File: config.mk
export PLATFORM = sky130hd
export DESIGN_NAME = cache_arbiter
export DESIGN_NICKNAME = d
export VERILOG_FILES = /design/src/rtl/cache_arbiter.sv
export SDC_FILE = /design/constraint.sdc
export NUM_CORES = 1
export LEC_CHECK = 0
export CAP_MARGIN = 20
export CORE_AREA = 2 2 546 548
export DETAILED_ROUTE_END_ITERATION = 6
export DIE_AREA = 0 0 548 550
export PLACE_DENSITY = 0.3
export SYNTH_ARGS = -nofsm -noshare
export SYNTH_HDL_FRONTEND = slang
export SYNTH_SLANG_ARGS = --single-unit
File: constraint.sdc
create_clock -name clk -period 2.5 [get_ports clk]
set_input_delay 0.5 -clock clk [delete_from_list [all_inputs] [get_ports clk]]
set_output_delay 0.5 -clock clk [all_outputs]
set_load 0.05 [all_outputs]
File: src/rtl/cache_arbiter.sv
// Round-robin 2:1 arbiter sharing one line-granular memory port
// between the instruction-side and data-side L1 caches.
module cache_arbiter #(
  parameter int s_line = 256,
  parameter int s_addr = 32
) (
  input  logic              clk,
  input  logic              rst,
  input  logic              inst_read,
  input  logic [s_addr-1:0] inst_address,
  output logic              inst_resp,
  output logic [s_line-1:0] inst_rdata,
  input  logic              data_read,
  input  logic              data_write,
  input  logic [s_addr-1:0] data_address,
  input  logic [s_line-1:0] data_wdata,
  output logic              data_resp,
  output logic [s_line-1:0] data_rdata,
  output logic              downstream_read,
  output logic              downstream_write,
  output logic [s_addr-1:0] downstream_address,
  output logic [s_line-1:0] downstream_wdata,
  input  logic              downstream_resp,
  input  logic [s_line-1:0] downstream_rdata
);

  typedef enum logic [1:0] {
    IDLE    = 2'd0,
    GRANT_I = 2'd1,
    GRANT_D = 2'd2
  } state_t;

  state_t r_state;
  state_t w_state_nxt;
  logic   r_last_grant;
  logic   w_last_grant_nxt;
  logic   w_inst_pend;
  logic   w_data_pend;

  assign w_inst_pend = inst_read;
  assign w_data_pend = data_read | data_write;

  assign inst_rdata = downstream_rdata;
  assign data_rdata = downstream_rdata;

  always_ff @(posedge clk or posedge rst) begin
    if (rst) begin
      r_state      <= IDLE;
      r_last_grant <= 1'b0;
    end else begin
      r_state      <= w_state_nxt;
      r_last_grant <= w_last_grant_nxt;
    end
  end

  always_comb begin
    w_state_nxt        = r_state;
    w_last_grant_nxt   = r_last_grant;
    downstream_read    = 1'b0;
    downstream_write   = 1'b0;
    downstream_address = data_address;
    downstream_wdata   = data_wdata;
    inst_resp          = 1'b0;
    data_resp          = 1'b0;
    unique case (r_state)
      IDLE: begin
        // On a tie the side not served last wins
        if (w_inst_pend && w_data_pend) begin
          w_state_nxt = r_last_grant ? GRANT_I : GRANT_D;
        end else if (w_inst_pend) begin
          w_state_nxt = GRANT_I;
        end else if (w_data_pend) begin
          w_state_nxt = GRANT_D;
        end
        if (w_state_nxt == GRANT_I) begin
          w_last_grant_nxt = 1'b0;
        end else if (w_state_nxt == GRANT_D) begin
          w_last_grant_nxt = 1'b1;
        end
      end
      GRANT_I: begin
        downstream_read    = inst_read;
        downstream_address = inst_address;
        if (downstream_resp) begin
          inst_resp   = 1'b1;
          w_state_nxt = IDLE;
        end
      end
      GRANT_D: begin
        downstream_read  = data_read;
        downstream_write = data_write;
        if (downstream_resp) begin
          data_resp   = 1'b1;
          w_state_nxt = IDLE;
        end
      end
      default: w_state_nxt = IDLE;
    endcase
  end

endmodule

# Word-level counts from Yosys, hierarchy flattened
# Index checks and enable logic that the tools add are counted.
[word_totals]
in_bits = 582
regBits = 3
[classes]
muxes = 15
reduce_logical = 5
eq_ne = 5
n_bitwise = 1
[ops]
columns = ["op", "n"]
rows = [
  ["32-bit two-way mux", 1],
  ["2-bit two-way mux", 6],
  ["1-bit two-way mux", 6],
  ["2-bit by 1-bit equality test with 1-bit output, second input constant", 2],
  ["2-bit equality test, second input constant", 2],
  ["2-bit case mux with 2 select lines", 1],
  ["2-bit zero test", 1],
  ["2-bit by 1-bit inequality test with 1-bit output, second input constant", 1],
  ["1-bit case mux with 2 select lines", 1],
  ["2-bit AND reduction", 1],
  ["2-bit nonzero test", 1],
  ["2-bit OR reduction", 1],
  ["1-bit logical AND", 1],
  ["1-bit bitwise OR", 1],
]

# Longest topological paths before layout
[logic_depth]
word_depth = 8
mapped_depth = 6
ltp_nobuf = 5

# Worst setup path after synthesis
# Ideal clock, no wire load.
[synth_timing]
path_kind = "register to output"
from = "register r_state[1]"
to = "output port downstream_read"
path_stages_with_launch = 7
path_slack_ns = 0.372
path_buffers = 2
arrival_ns = 1.628
required_ns = 2.000
cell_sequence = "dfrtp_1 -> inv_1 -> ha_1 -> buf_6 -> buf_8 -> a22oi_1 -> nor2_1"
[synth_via]
elab_chain_len = 2
[synth_lines]
columns = ["item", "line", "rtl"]
rows = [
  ["from (decl)", "33", "state_t r_state;"],
  ["from (signal assigned)", "51", "r_state <= w_state_nxt;"],
  ["2-bit equality test / 2-bit by 1-bit equality test with 1-bit output (equally long branches)", "65", "unique case (r_state)"],
  ["1-bit case mux with 2 select lines (*)", "65", ""],
  ["to (decl)", "19", "output logic downstream_read,"],
]
# Every way passes the cells marked *; elsewhere a longest branch is shown, timed or not.

# Final worst setup path
[layout_timing]
from = "register r_state[1]"
to = "output port downstream_address[31]"
[layout_via]
elab_chain_len = 2
[layout_lines]
columns = ["item", "line", "rtl"]
rows = [
  ["2-bit by 1-bit equality test with 1-bit output", "65", ""],
  ["32-bit two-way mux", "65", ""],
  ["to (decl)", "21", "output logic [s_addr-1:0] downstream_address,"],
]
# No other way between the ends.

==> results.json <==
{
  "outcome": "finished clean",
  "max_stage_delay_ns": 0.41,
  "holdWs_ns": 0.5059,
  "postCtsSetupRepairBufs": 0,
  "synthesis.area_sq_mm": 0.006540,
  "cts.sinks": 3,
  "yosys_warnings": 0,
  "cts_tree": "yes",
  "cp.required_ns": 2.00,
  "rsz0062_at_grt": "no",
  "p_seq_share_pct": 3.6,
  "vias": 3072,
  "drv_slew": 0,
  "dpl.hpwl_microns": 171800,
  "drt_wl_total_microns": 176000,
  "drive_above_1_share_pct": 42.77,
  "p_sw_share_pct": 53.64,
  "cp-end-kind": "output port",
  "yosysMostFrequentCell": "buf_4",
  "cp.arrival_ns": 1.82,
  "cp_common_cell": "buf_12",
  "dieArea_sq_mm": 0.3014,
  "finalNonFillerCells": 4121,
  "row_count": 200,
  "clock_power_share_pct": 9.6,
  "clockBufferDepth": 2,
  "die_y_microns": 550,
  "netlist_instances": 834,
  "clkTransAtPathRegs_ns": 0.03,
  "gp_congestion": 0.7392,
  "synth_cell_type_count": 18,
  "grt_max_degree": 27,
  "wl_per_cell_microns": 42.71,
  "worst-r2r-setup-slack_ns": 1.05,
  "layout.nets": 760,
  "drtAntennaViolNets": 0,
  "grt_pass1_vias": 2734,
  "synthTopCellsByCount": "768 x buf_4, 28 x mux2_4, 6 x inv_1",
  "synth_ff_type": "dfrtp_1",
  "synth_area_leader_cell": "buf_4",
  "grt_util_all_layers_pct": 11.12,
  "cts_resized": 7,
  "synth_top_cell_area_share_pct": 88.16,
  "holdBufCountCts": 0,
  "synth-edff-count": 0,
  "ir_worst_vdd_mv": 0.2358,
  "synth_area_leaders": "buf_4 88%, mux2_4 6.4%, dfrtp_1 1.1%",
  "slew_headroom_pct": 45.48,
  "path_delay_family": "buffers and inverters",
  "area_growth_pct": 9.068,
  "syn_avg_cell_area_sq_um": 7.842,
  "final_util_pct": 2.414,
  "hold_viol_final": 0,
  "port_buffers": 105,
  "grt_pass1_wl_microns": 183500,
  "ys_ff_latch": 3,
  "intPower_mw": 1.231,
  "crit_buf_inv": 3,
  "r2r-end": "r_state[0]",
  "max_clock_freq_ghz": 0.4304,
  "start_util_pct": 2.213,
  "r2r_cells": 5,
  "critPathLaunchType": "flip-flop",
  "setup_viol": 0,
  "drcViolationCount": 0,
  "path_cells": "inv_1 -> ha_2 -> buf_12 -> mux2_2 -> buf_12",
  "h-tree-depth": 1,
  "p_sw_mw": 1.424,
  "reg2reg_from": "r_state[1]",
  "worst_slew_pin_slew_ns": 0.8178,
  "cellLeakagePower_nw": 0.9883,
  "max_cap_viol_count": 0,
  "drt_iter0_drc": 159,
  "synth-seq-area-share_pct": 1.148,
  "ys_async_sr_fraction_pct": 100.0,
  "skew_ns": 0.002750,
  "firstDrtPassIters": 4,
  "powerDensity_mw_per_mm2": 372.3,
  "fin_crit_sh_pct": 92.94,
  "hold_path_class": "input pin to async pin",
  "p_comb_share_pct": 86.8,
  "viasPerCell": 0.7455,
  "io_pins": 1386,
  "synth_nets": 1420,
  "antenna_found_initial": 43,
  "cts_made_buffers": 3,
  "worst-setup-path-type": "flip-flop to output port",
  "chipWidth_microns": 548,
  "dpl.cell_count": 4108,
  "cp_slowest_cell": "dfrtp_1",
  "grt-ovfl-total": 0,
  "coreArea_sq_mm": 0.2955,
  "nFillCells": 35210,
  "crit_fanout": 26,
  "period_needed_ns": 2.323,
  "insertion_delay_ns": 0.22,
  "cts-root-buf": "clkbuf_16"
}
==> final cells by class <==
class	count	area [sq um]	share of cell area, %
repair buffers	107	1393	19.52
flip-flops and latches	3	75.07	1.052
multi-input cells	53	613.1	8.595
inverters	6	22.52	0.3157
diodes	9	22.52	0.3157
well taps	3939	4928	69.09
clock buffers	4	78.83	1.105
==> power groups by stage <==
stage,registers (mW),clock network (mW),logic (mW)
3_3_place_gp,0.0929,0,2.44
5_1_grt,0.0958,0.264,2.40
2_1_floorplan,0.0891,0,4.42
3_5_place_dp,0.0947,0,2.45
6_report,0.0949,0.255,2.31
4_1_cts,0.0941,0.260,2.45
==> metal layers <==
metal,GRT usage [%],vias up,routed length (microns)
met5,0.8130,-,451
met2,16.51,1390,73240
li1,-,461,-
met3,24.03,331,80370
met1,2.365,870,13760
met4,4.222,20,8185
==> cells in the final DEF (no fill, tap or decap), drive strengths merged <==
cell type	n
mux2	32
o31ai	2
nor2	3
a22oi	1
inv	6
ha	4
a2bb2oi	1
nand2	2
clkbuf	4
buf	38
diode	9
nor2b	1
dfrtp	3
o21ai	3
a21oi	1
and2	3
dlygate4sd2	7
clkdlybuf4s50	62
==> through the flow <==
stage / TNS, ns / total power, mW / cell area [sq um] / setup slack, ns
CTS: 0 / 2.804 / 7111 / 0.1046
floorplan: 0 / 4.506 / 6540 / 0.3716
global placement: -0.3973 / 2.532 / 7041 / -0.1615
global route: 0 / 2.762 / 7118 / 0.1246
detailed placement: -0.3909 / 2.545 / 7041 / -0.1584
finish: 0 / 2.656 / 7133 / 0.1766
==> worst max-delay path by stage <==
stage                     start                     end  depth (start not counted)
2_1_floorplan        r_state[1]         downstream_read                          6
3_3_place_gp   data_address[31]  downstream_address[31]                          3
3_5_place_dp   data_address[31]  downstream_address[31]                          3
4_1_cts         inst_address[1]   downstream_address[1]                          3
5_1_grt              r_state[1]   downstream_address[1]                          5
6_report             r_state[1]  downstream_address[31]                          5
==> kinds of logic after synthesis <==
| kind of cell | Yosys count | synth area share, % |
|---|---|---|
| simple gates | 9 | 0.6697 |
| compound gates | 8 | 0.7842 |
| buf+inv | 778 | 89.52 |
| mux | 32 | 7.117 |
| fa+ha+maj | 4 | 0.7653 |
| flops | 3 | 1.148 |
==> flip-flops by register name (all words and copies together) (netlist names) <==
register and count:
r_last_grant 1, r_state 2
Power figures use the tool's default switching activity.
